File: config.mk
export PLATFORM = sky130hd
export DESIGN_NAME = stopwatch_timebase_flat
export DESIGN_NICKNAME = d
export VERILOG_FILES = /design/src/rtl/stopwatch_pkg.sv /design/src/rtl/stopwatch_timebase_if.sv /design/src/rtl/tick_prescaler.sv /design/src/rtl/stopwatch_timebase.sv /design/src/flat_wrapper.sv
export SDC_FILE = /design/constraint.sdc
export NUM_CORES = 1
export LEC_CHECK = 0
export CORE_MARGIN = 8
export CORE_UTILIZATION = 55
export CTS_CLUSTER_SIZE = 40
export DETAILED_ROUTE_END_ITERATION = 8
export PLACE_DENSITY = 0.84
export SYNTH_ARGS = -nofsm -noshare
export SYNTH_HDL_FRONTEND = slang
export SYNTH_SLANG_ARGS = --single-unit
File: constraint.sdc
create_clock -name clk -period 5.15 [get_ports clk]
set_input_delay 1.03 -clock clk [delete_from_list [all_inputs] [get_ports clk]]
set_output_delay 1.03 -clock clk [all_outputs]
set_load 0.02 [all_outputs]
File: src/rtl/stopwatch_pkg.sv
// Shared types and constants for the stopwatch timebase slice.
//   sw_state_t : run-control FSM states
//   SEC_MOD    : seconds modulus, SEC_W its field width
//   cnt_w()    : width of a counter that spans 0..modulus-1 (never below 1)
package stopwatch_pkg;

    typedef enum logic [1:0] {
        IDLE    = 2'd0,
        RUNNING = 2'd1,
        PAUSED  = 2'd2
    } sw_state_t;

    localparam int unsigned SEC_MOD = 60;
    localparam int unsigned SEC_W   = 6;

    function automatic int unsigned cnt_w(input int unsigned modulus);
        return (modulus <= 2) ? 1 : $clog2(modulus);
    endfunction

endpackage

File: src/rtl/stopwatch_timebase_if.sv
// Control pulses in, time fields out, for the stopwatch timebase.
//   master : button front-end / display side (drives start_stop, clear, lap)
//   slave  : stopwatch_timebase (drives tick, time fields, status, lap capture)
// Parameters TICK_HZ / MAX_MIN must match the attached stopwatch_timebase.
interface stopwatch_timebase_if
    import stopwatch_pkg::*;
#(
    parameter int unsigned TICK_HZ = 100,
    parameter int unsigned MAX_MIN = 60
);
    localparam int unsigned FRAC_W = cnt_w(TICK_HZ);
    localparam int unsigned MIN_W  = cnt_w(MAX_MIN);

    logic              start_stop;
    logic              clear;
    logic              lap;
    logic              tick;
    logic [FRAC_W-1:0] frac;
    logic [SEC_W-1:0]  sec;
    logic [MIN_W-1:0]  min;
    logic              running;
    logic              ovf;
    logic [FRAC_W-1:0] lap_frac;
    logic [SEC_W-1:0]  lap_sec;
    logic [MIN_W-1:0]  lap_min;
    logic              lap_valid;

    modport master (
        output start_stop, clear, lap,
        input  tick, frac, sec, min, running, ovf,
        input  lap_frac, lap_sec, lap_min, lap_valid
    );

    modport slave (
        input  start_stop, clear, lap,
        output tick, frac, sec, min, running, ovf,
        output lap_frac, lap_sec, lap_min, lap_valid
    );

endinterface

File: src/rtl/tick_prescaler.sv
// Divides clk by DIV while enabled; strobe is high on the last cycle of each interval.
//   clk, n_rst : clock, asynchronous active-high reset
//   en         : count enable (held value when low, so an interval can be resumed)
//   clr        : zero the counter; overrides en and suppresses strobe
//   strobe     : combinational, high when cyc == DIV-1 and en
module tick_prescaler #(
    parameter int unsigned DIV = 10
) (
    input  logic clk,
    input  logic n_rst,
    input  logic en,
    input  logic clr,
    output logic strobe
);
    localparam int unsigned       CYC_W    = $clog2(DIV);
    localparam logic [CYC_W-1:0] CYC_LAST = CYC_W'(DIV - 1);

    logic [CYC_W-1:0] cyc_q;

    assign strobe = en && !clr && (cyc_q == CYC_LAST);

    // Interval counter; wraps to 0 on the strobe cycle
    always_ff @(posedge clk or posedge n_rst) begin
        if (n_rst) begin
            cyc_q <= '0;
        end else if (clr) begin
            cyc_q <= '0;
        end else if (en) begin
            cyc_q <= strobe ? '0 : cyc_q + CYC_W'(1);
        end
    end

endmodule

File: src/rtl/stopwatch_timebase.sv
// Stopwatch core: divides clk to a TICK_HZ timebase and counts frac/sec/min.
//   clk   : system clock
//   n_rst : asynchronous reset, active-high
//   bus   : stopwatch_timebase_if.slave
//           in : start_stop (toggle run/pause), clear (back to IDLE, zero), lap
//           out: tick, frac, sec, min, running, ovf (sticky wrap),
//                lap_frac, lap_sec, lap_min, lap_valid
// Optional lap capture is built when STOPWATCH_LAP_EN is defined; otherwise
// lap is ignored and the lap outputs are tied to 0.
module stopwatch_timebase
    import stopwatch_pkg::*;
#(
    parameter int unsigned FREQUENCY = 10_000_000,
    parameter int unsigned TICK_HZ   = 100,
    parameter int unsigned MAX_MIN   = 60
) (
    input  logic                clk,
    input  logic                n_rst,
    stopwatch_timebase_if.slave bus
);
    localparam int unsigned       DIV       = FREQUENCY / TICK_HZ;
    localparam int unsigned       FRAC_W    = cnt_w(TICK_HZ);
    localparam int unsigned       MIN_W     = cnt_w(MAX_MIN);
    localparam logic [FRAC_W-1:0] FRAC_LAST = FRAC_W'(TICK_HZ - 1);
    localparam logic [SEC_W-1:0]  SEC_LAST  = SEC_W'(SEC_MOD - 1);
    localparam logic [MIN_W-1:0]  MIN_LAST  = MIN_W'(MAX_MIN - 1);

    if (((FREQUENCY % TICK_HZ) != 0) || (DIV < 2)) begin : g_cfg_err
        $error("stopwatch_timebase: FREQUENCY must be a multiple of TICK_HZ with DIV >= 2");
    end

    sw_state_t         state_q, state_d;
    logic              run_en;
    logic              strobe;
    logic              tick_q;
    logic              running_q;
    logic              ovf_q;
    logic [FRAC_W-1:0] frac_q;
    logic [SEC_W-1:0]  sec_q;
    logic [MIN_W-1:0]  min_q;

    // Run-control state register
    always_ff @(posedge clk or posedge n_rst) begin
        if (n_rst) begin
            state_q <= IDLE;
        end else begin
            state_q <= state_d;
        end
    end

    // Next state: clear dominates start_stop
    always_comb begin
        state_d = state_q;
        if (bus.clear) begin
            state_d = IDLE;
        end else if (bus.start_stop) begin
            case (state_q)
                IDLE:    state_d = RUNNING;
                RUNNING: state_d = PAUSED;
                PAUSED:  state_d = RUNNING;
                default: state_d = IDLE;
            endcase
        end
    end

    assign run_en = (state_q == RUNNING);

    tick_prescaler #(
        .DIV (DIV)
    ) u_prescaler (
        .clk    (clk),
        .n_rst  (n_rst),
        .en     (run_en),
        .clr    (bus.clear),
        .strobe (strobe)
    );

    // Time counters with cascaded carries; ovf is sticky until clear/reset
    always_ff @(posedge clk or posedge n_rst) begin
        if (n_rst) begin
            tick_q    <= 1'b0;
            running_q <= 1'b0;
            ovf_q     <= 1'b0;
            frac_q    <= '0;
            sec_q     <= '0;
            min_q     <= '0;
        end else if (bus.clear) begin
            tick_q    <= 1'b0;
            running_q <= 1'b0;
            ovf_q     <= 1'b0;
            frac_q    <= '0;
            sec_q     <= '0;
            min_q     <= '0;
        end else begin
            tick_q    <= strobe;
            running_q <= (state_d == RUNNING);
            if (strobe) begin
                if (frac_q == FRAC_LAST) begin
                    frac_q <= '0;
                    if (sec_q == SEC_LAST) begin
                        sec_q <= '0;
                        if (min_q == MIN_LAST) begin
                            min_q <= '0;
                            ovf_q <= 1'b1;
                        end else begin
                            min_q <= min_q + MIN_W'(1);
                        end
                    end else begin
                        sec_q <= sec_q + SEC_W'(1);
                    end
                end else begin
                    frac_q <= frac_q + FRAC_W'(1);
                end
            end
        end
    end

    assign bus.tick    = tick_q;
    assign bus.running = running_q;
    assign bus.ovf     = ovf_q;
    assign bus.frac    = frac_q;
    assign bus.sec     = sec_q;
    assign bus.min     = min_q;

`ifdef STOPWATCH_LAP_EN
    logic [FRAC_W-1:0] lap_frac_q;
    logic [SEC_W-1:0]  lap_sec_q;
    logic [MIN_W-1:0]  lap_min_q;
    logic              lap_valid_q;

    // Capture reads the counters before this cycle's increment lands
    always_ff @(posedge clk or posedge n_rst) begin
        if (n_rst) begin
            lap_frac_q  <= '0;
            lap_sec_q   <= '0;
            lap_min_q   <= '0;
            lap_valid_q <= 1'b0;
        end else if (bus.clear) begin
            lap_frac_q  <= '0;
            lap_sec_q   <= '0;
            lap_min_q   <= '0;
            lap_valid_q <= 1'b0;
        end else if (bus.lap && run_en) begin
            lap_frac_q  <= frac_q;
            lap_sec_q   <= sec_q;
            lap_min_q   <= min_q;
            lap_valid_q <= 1'b1;
        end
    end

    assign bus.lap_frac  = lap_frac_q;
    assign bus.lap_sec   = lap_sec_q;
    assign bus.lap_min   = lap_min_q;
    assign bus.lap_valid = lap_valid_q;
`else
    logic unused_lap;
    assign unused_lap    = bus.lap;
    assign bus.lap_frac  = '0;
    assign bus.lap_sec   = '0;
    assign bus.lap_min   = '0;
    assign bus.lap_valid = 1'b0;
`endif

endmodule

File: src/flat_wrapper.sv
// flat-port wrapper written by rule: the top's interface ports become plain ports
module stopwatch_timebase_flat import stopwatch_pkg::*;
#(
    parameter int unsigned FREQUENCY = 10_000_000,
    parameter int unsigned TICK_HZ   = 100,
    parameter int unsigned MAX_MIN   = 60
)
  (clk, n_rst, bus_start_stop, bus_clear, bus_lap, bus_tick, bus_frac, bus_sec, bus_min, bus_running, bus_ovf, bus_lap_frac, bus_lap_sec, bus_lap_min, bus_lap_valid);
  stopwatch_timebase_if #(.TICK_HZ(TICK_HZ), .MAX_MIN(MAX_MIN)) bus_i ();
  input  logic clk;
  input  logic n_rst;
  input wire logic [$bits(bus_i.start_stop)-1:0] bus_start_stop;
  input wire logic [$bits(bus_i.clear)-1:0] bus_clear;
  input wire logic [$bits(bus_i.lap)-1:0] bus_lap;
  output wire logic [$bits(bus_i.tick)-1:0] bus_tick;
  output wire logic [$bits(bus_i.frac)-1:0] bus_frac;
  output wire logic [$bits(bus_i.sec)-1:0] bus_sec;
  output wire logic [$bits(bus_i.min)-1:0] bus_min;
  output wire logic [$bits(bus_i.running)-1:0] bus_running;
  output wire logic [$bits(bus_i.ovf)-1:0] bus_ovf;
  output wire logic [$bits(bus_i.lap_frac)-1:0] bus_lap_frac;
  output wire logic [$bits(bus_i.lap_sec)-1:0] bus_lap_sec;
  output wire logic [$bits(bus_i.lap_min)-1:0] bus_lap_min;
  output wire logic [$bits(bus_i.lap_valid)-1:0] bus_lap_valid;
  assign bus_i.start_stop = bus_start_stop;
  assign bus_i.clear = bus_clear;
  assign bus_i.lap = bus_lap;
  assign bus_tick = bus_i.tick;
  assign bus_frac = bus_i.frac;
  assign bus_sec = bus_i.sec;
  assign bus_min = bus_i.min;
  assign bus_running = bus_i.running;
  assign bus_ovf = bus_i.ovf;
  assign bus_lap_frac = bus_i.lap_frac;
  assign bus_lap_sec = bus_i.lap_sec;
  assign bus_lap_min = bus_i.lap_min;
  assign bus_lap_valid = bus_i.lap_valid;
  stopwatch_timebase #(.FREQUENCY(FREQUENCY), .TICK_HZ(TICK_HZ), .MAX_MIN(MAX_MIN)) u_core (.clk(clk), .n_rst(n_rst), .bus(bus_i));
endmodule
==> flow_summary_export.csv, run 1 <==
group,metric,value,unit
sta,min_period_over_period,0.6519,
sta,worst_pin_slew,1.068,ns
worst_setup_path,worst_ep_required_time,5.34,ns
logic_synthesis,ys.flop_type,"dfrtp_1",
sta,totalNegativeSetupSlack,0,ns
sta,final.min_clock_period,3.357,ns
detailed_routing,drtIter0Drc,120,
logic_synthesis,syn_inst,266,
cells_and_area,syn_to_final_growth,13.36,%
clock_tree,cts_made_buffers,5,
logic_synthesis,yosysSeqAreaShare,0.4135,
sta,worst_slack,1.793,ns
clock_tree,clk_latency,0.30,ns
clock_tree,clock_sinks,41,
flow_run,cap_violations,0,
global_route,grt_usage,0.1645,
cells_and_area,final_area,0.002813,mm²
worst_setup_path,crit_chain,"clkdlybuf4s50_1, and4b_1, nand3_1, nor3_2, mux2_2",
sta,clock-skew-final,0.005264,ns
die,rows,24,
detailed_routing,drt_wl_total,5703,µm
detailed_routing,ant_nets,0,
worst_setup_path,critPathMaxStageDelay,0.69,ns
clock_tree,cts_hold_buf,0,
sta,drv_slew,0,
logic_synthesis,yosysWarnings,0,
cells_and_area,final_cell_count_no_fill,343,
global_route,overflow,0,
sta,finalSetupViolations,0,
sta,relSlewSlack,0.2833,
power_and_ir_drop,vdd_drop_max,0.0001555,V
global_route,grt_antenna_before_repair,0,
power_and_ir_drop,power_density,230.4,mW/mm²
die,io_pins,47,
logic_synthesis,synthTopCellsByArea,"dfrtp_1 (41%), buf_4 (6.1%), or3_1 (3.3%)",
clock_tree,cts_tree,"yes",
placed_design,hpwl,4039,µm
die,coreArea,0.004354,mm²
cells_and_area,fillers,366,
clock_tree,cts_resized,0,
power_and_ir_drop,leakage,1.132,nW
cells_and_area,final_util,0.6460,
detailed_routing,wire_per_inst,16.63,µm
placed_design,pre_cts_ws,1.486,ns
detailed_routing,via_per_inst,6.052,
worst_setup_path,crit_path_end_kind,"register",
logic_synthesis,ys_types,53,
logic_synthesis,ys_ff_latch,41,
clock_tree,clkTransAtPathRegs,0.08,ns
logic_synthesis,avgSynthCellArea,9.328,µm²
detailed_routing,vias,2076,
logic_synthesis,yosys-top-cells-count,"dfrtp_1 (41), buf_4 (20), nand2_1 (19), nor2_1 (19), a21oi_1 (14)",
sta,rsz0062_at_grt,"no",
global_route,grt_start_max_net_pins,42,
sta,finalHoldViolCount,0,
global_route,grt_pass1_vias,2067,
worst_setup_path,critPathLaunchType,"input port",
die,initial_core_util,0.5698,
logic_synthesis,syn_area,0.002481,mm²
outcome,status,"complete, no violations",
worst_setup_path,cpMaxStageDelayCell,"clkdlybuf4s50_1",
worst_setup_path,crit_type,"input port to register",
logic_synthesis,synth_top_area_share,0.4135,
placed_design,dp.cells,335,
logic_synthesis,ys_async_sr_fraction,1.000,
cells_and_area,final_nets,299,
global_route,grt_pass1_wl,9784,µm
hold_path,holdCritPathClass,"register to register",
cells_and_area,antenna_cells,0,
logic_synthesis,synth_edf_count,0,
die,die_area,0.006916,mm²
clock_tree,htree_levels,2,
cells_and_area,drive_gt1_frac,0.06873,
worst_setup_path,arrival,3.55,ns
clock_tree,cts_setup_buffers,0,
logic_synthesis,synth.most_common_cell,"dfrtp_1",
detailed_routing,dr.pass1.iters,4,
clock_tree,cts_buffer_depth,2,
die,die_x,83.17,µm
worst_setup_path,path_max_fanout,16,
logic_synthesis,yosysTopAreaCell,"dfrtp_1",
placed_design,gp_congestion,0.8338,
placed_design,port-buffer-count,25,
clock_tree,cts_root_buffer,"clkbuf_8",
die,die_y,83.17,µm
detailed_routing,route.detailed.drc,0,
sta,fmax,0.2979,GHz
placed_design,place_area,0.002696,mm²
-- area by class of cell --
type	count	area, µm²	area share
Timing Repair Buffer	27	265.3	0.09431
Tap cell	52	65.06	0.02313
Inverter	10	37.54	0.01335
Multi-Input combinational cell	205	1303	0.4631
Sequential cell	41	1026	0.3648
Clock buffer	7	86.33	0.03069
Clock inverter	1	30.03	0.01068
-- worst paths after layout --
check | startpoint | endpoint | slack [ns] | cells past startpoint
worst max-delay path | bus_clear | u_core.bus.min[4] | 1.79 | 5
worst min-delay path | u_core.bus.ovf | u_core.bus.ovf | 0.52 | 1
worst max register to register | u_core.u_prescaler.cyc_q[5] | u_core.u_prescaler.cyc_q[9] | 2.49 | 4
worst min register to register | u_core.bus.ovf | u_core.bus.ovf | 0.52 | 1
max in group asynchronous | n_rst | u_core.u_prescaler.cyc_q[2] | 3.63 | 3
min in group asynchronous | n_rst | u_core.bus.sec[5] | 1.16 | 3
-- cells in the final DEF, fill, tap and decap left out, types with 5 or more instances in the layout --
cell type        synthesis  routed
inv_1                   10      10
o2111ai_1                5       5
nand2_1                 19      19
xor2_1                   5       5
conb_1                   1      20
dfrtp_1                 41      41
clkdlybuf4s50_1          0      25
clkbuf_8                 0       6
o21ai_0                 11      11
nor2_1                  19      19
a21oi_1                 14      14
nand3_1                 11      11
or3_1                   13      13
-- state kept, by name (all words and copies together), names as in the netlist --
signal                    cells
u_core.bus.frac               7
u_core.bus.min                6
u_core.bus.ovf                1
u_core.bus.running            1
u_core.bus.sec                6
u_core.bus.tick               1
u_core.state_q                2
u_core.u_prescaler.cyc_q     17
-- critical path, delay by kind of cell --
family	cells	cell delay, ns
mux	1	0.39
simple gates	3	1.42
buf+inv	1	0.69
-- stage by stage --
step | power, mW | hold slack (ns)
floorplan | 0.3836 | 0.5125
global placement | 0.3824 | 0.4997
detailed placement | 0.3838 | 0.5025
CTS | 0.6537 | 0.5255
global route | 0.6731 | 0.5392
finish | 0.6482 | 0.5161
-- kinds of logic after synthesis --
family,Yosys count,synth area share
xor gates and xnor gates,9,0.03177
and+or+nand+nor,106,0.2466
DFF,41,0.4135
other,1,0.001511
AOI/OAI and AO/OA,60,0.1710
buffers and inverters,39,0.09027
adders and majority gates,4,0.02017
muxes,6,0.02521
-- metal layers --
metal  up-vias  routed length, µm  track usage
li1       1002                  -            -
met1      1008               2544       0.2013
met2        60               2751       0.2687
met3         6                358      0.05273
met4         0                 49      0.04792
met5         -                  0            0
-- report_power, final --
part / internal [mW] / leakage (nW) / switching (mW)
combinational: 0.0121 / 0.504 / 0.0378
clock: 0.158 / 0.0585 / 0.112
sequential: 0.325 / 0.570 / 0.00325
(Power assumes the default switching activity.)
==> run 2: changes to the inputs <==
--- a/config.mk
+++ b/config.mk
@@ -6,10 +6,10 @@
 export NUM_CORES = 1
 export LEC_CHECK = 0
 export CORE_MARGIN = 8
-export CORE_UTILIZATION = 55
+export CORE_UTILIZATION = 52
 export CTS_CLUSTER_SIZE = 40
 export DETAILED_ROUTE_END_ITERATION = 8
-export PLACE_DENSITY = 0.84
+export PLACE_DENSITY = 0.8
 export SYNTH_ARGS = -nofsm -noshare
 export SYNTH_HDL_FRONTEND = slang
 export SYNTH_SLANG_ARGS = --single-unit
==> constraint.sdc (replaced) <==
create_clock -name clk -period 3.2 [get_ports clk]
set_input_delay 0.64 -clock clk [delete_from_list [all_inputs] [get_ports clk]]
set_output_delay 0.64 -clock clk [all_outputs]
set_load 0.02 [all_outputs]
==> flow_summary_export.csv, run 2 (synthesized netlist as in run 1, its figures left out) <==
group,metric,value,unit
placed_design,port-buffer-count,25,
clock_tree,clkTransAtPathRegs,0.08,ns
worst_setup_path,critPathLaunchType,"input port",
hold_path,holdCritPathClass,"register to register",
power_and_ir_drop,leakage,1.145,nW
cells_and_area,antenna_cells,0,
worst_setup_path,crit_type,"input port to register",
die,die_x,85.08,µm
global_route,overflow,0,
sta,clock-skew-final,0.009649,ns
global_route,grt_usage,0.1620,
detailed_routing,drtIter0Drc,155,
detailed_routing,vias,2106,
worst_setup_path,critPathMaxStageDelay,0.65,ns
power_and_ir_drop,power_density,342.8,mW/mm²
cells_and_area,final_nets,303,
worst_setup_path,cpMaxStageDelayCell,"or4_1",
clock_tree,cts_tree,"yes",
cells_and_area,final_cell_count_no_fill,349,
global_route,grt_antenna_before_repair,0,
cells_and_area,drive_gt1_frac,0.08475,
die,coreArea,0.004661,mm²
die,io_pins,47,
clock_tree,cts_resized,0,
detailed_routing,dr.pass1.iters,4,
sta,min_period_over_period,0.7458,
sta,worst_slack,0.8133,ns
die,rows,25,
power_and_ir_drop,vdd_drop_max,0.0002311,V
die,initial_core_util,0.5323,
sta,finalSetupViolations,0,
cells_and_area,largest_reg_flops,17,
sta,rsz0062_at_grt,"no",
clock_tree,cts_made_buffers,5,
placed_design,hpwl,4001,µm
detailed_routing,highest_layer,"met4",
detailed_routing,drt_wl_total,5497,µm
global_route,grt_pass1_wl,9804,µm
detailed_routing,via_per_inst,6.034,
cells_and_area,fillers,425,
global_route,grt_pass1_vias,2116,
cells_and_area,syn_to_final_growth,13.87,%
die,die_y,85.08,µm
sta,final.min_clock_period,2.387,ns
worst_setup_path,path_max_fanout,15,
sta,totalNegativeSetupSlack,0,ns
detailed_routing,route.detailed.drc,0,
outcome,status,"complete, no violations",
sta,drv_slew,0,
placed_design,gp_congestion,0.8424,
detailed_routing,dr_wl_met3,305,µm
clock_tree,cts_hold_buf,0,
clock_tree,cts_buffer_depth,2,
cells_and_area,layout_commonest_cell,"dfrtp_1",
clock_tree,cts_root_buffer,"clkbuf_8",
worst_setup_path,arrival,2.61,ns
sta,worst_pin_slew,0.5847,ns
die,die_area,0.007238,mm²
cells_and_area,layout_common_cells,"dfrtp_1 (41), clkdlybuf4s50_1 (25), conb_1 (20), nand2_1 (19), nor2_1 (19)",
flow_run,cap_violations,0,
detailed_routing,ant_nets,0,
worst_setup_path,crit_chain,"clkdlybuf4s50_1, and4b_1, nand3_1, or4_1, a21oi_1",
cells_and_area,largest-register,"u_core.u_prescaler.cyc_q",
sta,fmax,0.4190,GHz
sta,relSlewSlack,0.6091,
detailed_routing,met2_length,2654,µm
placed_design,dp.cells,341,
placed_design,pre_cts_ws,0.5270,ns
worst_setup_path,crit_path_end_kind,"register",
detailed_routing,routedLengthMet1,2452,µm
clock_tree,htree_levels,2,
clock_tree,cts_setup_buffers,0,
sta,finalHoldViolCount,0,
global_route,grt_start_max_net_pins,42,
clock_tree,clock_sinks,41,
worst_setup_path,worst_ep_required_time,3.42,ns
clock_tree,clk_latency,0.30,ns
detailed_routing,wire_per_inst,15.75,µm
[run 2: cell count changes in the layout (fill, tap and decap cells not counted)]
cell	before	now
clkbuf_1	1	0
clkinv_2	0	1
clkinv_4	0	1
bufinv_16	1	0
buf_4	2	6
[run 2: path summary, 6_finish.rpt]
kind                                               from                          end  slack [ns]  cells after the start
max in group asynchronous                         n_rst  u_core.u_prescaler.cyc_q[1]        2.07                      3
hold reg to reg                          u_core.bus.ovf               u_core.bus.ovf        0.52                      1
hold / removal                           u_core.bus.ovf               u_core.bus.ovf        0.52                      1
min in group asynchronous                         n_rst            u_core.bus.min[4]        0.77                      3
setup / recovery                              bus_clear            u_core.bus.sec[0]        0.81                      5
setup reg to reg           u_core.u_prescaler.cyc_q[13]            u_core.bus.sec[0]        0.92                      4
[run 2: final cells by class]
type	instances	area (µm²)	share of cell area
clock buffer	6	82.58	0.02923
clock inverter	2	13.76	0.004872
inverter	10	37.54	0.01329
multi-input combinational	205	1303	0.4610
sequential	41	1026	0.3632
tap	54	67.56	0.02391
timing repair buffer	31	295.3	0.1045
[run 2: stage by stage]
stage	total power [mW]	hold WS [ns]	cell area [µm²]	util
6_report	0.9686	0.5210	2825	0.6062
3_5_place_dp	0.6207	0.5056	2729	0.5855
3_3_place_gp	0.6192	0.4946	2729	0.5855
2_1_floorplan	0.6173	0.5125	2552	-
4_1_cts	0.9765	0.5252	2825	0.6062
5_1_grt	1.010	0.5798	2825	0.6062
[run 2: layer usage]
metal | track usage | vias to the layer above
li1 | - | 1008
met1 | 0.1942 | 1036
met3 | 0.03764 | 9
met5 | 0 | -
met4 | 0.06796 | 0
met2 | 0.2706 | 53
[run 2: power by group]
part / switching (mW) / total [mW] / internal [mW]
combinational: 0.0603 / 0.0834 / 0.0231
sequential: 0.00518 / 0.528 / 0.523
clock: 0.183 / 0.357 / 0.175
total: 0.248 / 0.969 / 0.721
[run 2: worst max-delay path: cells and delay by family]
kind / cells / cell delay, ns
buf+inv: 1 / 0.46
compound gates: 1 / 0.15
simple gates: 3 / 1.36
==> run 3: changes to the inputs <==
==> constraint.sdc (replaced) <==
create_clock -name clk -period 2.35 [get_ports clk]
set_input_delay 0.47 -clock clk [delete_from_list [all_inputs] [get_ports clk]]
set_output_delay 0.47 -clock clk [all_outputs]
set_load 0.02 [all_outputs]
==> flow_summary_export.csv, run 3 (synthesized netlist as in run 1, its figures left out) <==
group,metric,value,unit
global_route,overflow,0,
global_route,grt_antenna_before_repair,0,
sta,clock-skew-final,0.007492,ns
worst_setup_path,critPathMaxStageDelay,0.54,ns
cells_and_area,largest_reg_flops,17,
power_and_ir_drop,power_frac_seq,0.554,
worst_setup_path,critPathLaunchType,"register",
placed_design,hpwl,4041,µm
sta,hold_slack,0.5230,ns
flow_run,cap_violations,0,
power_and_ir_drop,vdd_drop_max,0.0002827,V
cells_and_area,final_util,0.6228,
global_route,grt_pass1_wl,9439,µm
detailed_routing,via_per_inst,5.903,
sta,totalNegativeSetupSlack,0,ns
worst_setup_path,reg2reg_from,"u_core.u_prescaler.cyc_q[11]",
worst_setup_path,cp_top_family,"simple AND/OR/NAND/NOR gates",
worst_setup_path,critPathBufInv,0,
sta,drv_slew,0,
placed_design,dp.cells,351,
sta,worst_pin_slew,0.5197,ns
power_and_ir_drop,finalPower,1.292,mW
detailed_routing,dr.pass1.iters,4,
sta,fmax,0.4573,GHz
worst_setup_path,cpMaxStageDelayCell,"or4b_4",
global_route,grt_usage,0.1583,
clock_tree,cts_tree,"yes",
cells_and_area,syn_to_final_growth,16.99,%
die,io_pins,47,
global_route,grt_start_max_net_pins,42,
outcome,status,"complete, no violations",
die,die_area,0.007238,mm²
clock_tree,htree_levels,2,
clock_tree,cts_resized,0,
detailed_routing,drt_wl_total,5548,µm
cells_and_area,drive_gt1_frac,0.1148,
clock_tree,cts_made_buffers,5,
sta,relSlewSlack,0.6535,
cells_and_area,layout_common_cells,"dfrtp_1 (41), clkdlybuf4s50_1 (25), conb_1 (20), nand2_1 (19), nor2_1 (19)",
hold_path,hold_end,"u_core.bus.ovf",
worst_setup_path,worstReg2RegEnd,"u_core.bus.sec[1]",
worst_setup_path,path_max_fanout,7,
clock_tree,cts_setup_buffers,0,
cells_and_area,antenna_cells,0,
cells_and_area,layout_commonest_cell,"dfrtp_1",
sta,final.min_clock_period,2.187,ns
worst_setup_path,cp.depth,4,
power_and_ir_drop,swShare,0.2634,
cells_and_area,seq_area,0.001026,mm²
power_and_ir_drop,power_frac_clock,0.353,
detailed_routing,wire_per_inst,15.45,µm
cells_and_area,largest-register,"u_core.u_prescaler.cyc_q",
clock_tree,clock_sinks,41,
power_and_ir_drop,power_density,445.2,mW/mm²
cells_and_area,multi_input_area,0.001303,mm²
cells_and_area,final_nets,313,
die,die_y,85.08,µm
detailed_routing,vias,2119,
sta,finalSetupViolations,0,
worst_setup_path,crit_chain,"or4b_4, or3_1, or4_1, a21oi_1",
clock_tree,cts_root_buffer,"clkbuf_8",
global_route,grt_pass1_vias,1978,
worst_setup_path,r2r_cells,4,
power_and_ir_drop,power_frac_comb,0.093,
die,rows,25,
clock_tree,cts_buffer_depth,2,
hold_path,min-delay-start,"u_core.bus.ovf",
placed_design,port-buffer-count,25,
clock_tree,cts_hold_buf,0,
detailed_routing,ant_nets,0,
die,coreArea,0.004661,mm²
die,initial_core_util,0.5323,
power_and_ir_drop,p_int,952.0,µW
die,die_x,85.08,µm
cells_and_area,final_cell_count_no_fill,359,
detailed_routing,drtIter0Drc,147,
placed_design,gp_congestion,0.8339,
worst_setup_path,arrival,2.41,ns
cells_and_area,fillers,410,
sta,finalHoldViolCount,0,
hold_path,holdCritPathClass,"register to register",
detailed_routing,route.detailed.drc,0,
worst_setup_path,crit_type,"register to register",
worst_setup_path,r2r_setup_slack,0.16,ns
clock_tree,clkTransAtPathRegs,0.08,ns
sta,rsz0062_at_grt,"no",
hold_path,min_path_cells,1,
power_and_ir_drop,p_sw,340.4,µW
sta,min_period_over_period,0.9305,
worst_setup_path,crit_path_end_kind,"register",
worst_setup_path,worst_ep_required_time,2.57,ns
power_and_ir_drop,leakage,1.190,nW
clock_tree,clk_latency,0.30,ns
## run 3: changes by cell type in the layout (fill, tap and decap cells not counted)
cell        change
buf_4           +9
buf_12          +1
clkbuf_8        -1
clkinv_2        +1
clkinv_4        -1
clkinvlp_4      +1
## run 3: stage by stage
stage / area, µm² / worst slack, ns
after floorplan: 2552 / 0.2175
after global placement: 2816 / 0.1111
after detailed placement: 2816 / 0.07767
after CTS: 2903 / 0.1499
after global routing: 2903 / 0.04999
final: 2903 / 0.1634
## run 3: layout make-up
cell class,instances,area share
multi-input combinational,205,0.4487
sequential,41,0.3534
timing repair buffer,41,0.1319
clock buffer,5,0.02371
tap,54,0.02328
inverter,10,0.01293
clock inverter,3,0.006034
## run 3: power by group through the flow
stage / combinational, mW / sequential (mW) / clock (mW)
detailed placement: 0.120 / 0.730 / 0
global placement: 0.119 / 0.730 / 0
CTS: 0.120 / 0.716 / 0.471
finish: 0.120 / 0.716 / 0.456
floorplan: 0.108 / 0.733 / 0
global route: 0.135 / 0.717 / 0.491
## run 3: worst max-delay path by stage
stage / startpoint / endpoint / slack, ns
3_3_place_gp: bus_clear / u_core.bus.sec[0] / 0.11
6_report: u_core.u_prescaler.cyc_q[11] / u_core.bus.sec[1] / 0.16
3_5_place_dp: bus_clear / u_core.bus.sec[0] / 0.08
5_1_grt: u_core.u_prescaler.cyc_q[11] / u_core.bus.sec[1] / 0.05
2_1_floorplan: u_core.u_prescaler.cyc_q[5] / u_core.u_prescaler.cyc_q[12] / 0.22
4_1_cts: u_core.u_prescaler.cyc_q[11] / u_core.bus.sec[1] / 0.15
## run 3: layer usage
layer | wire length [µm] | track usage
met1 | 2516 | 0.1953
met2 | 2642 | 0.2599
met3 | 322 | 0.03861
met4 | 67 | 0.05825
met5 | 0 | 0
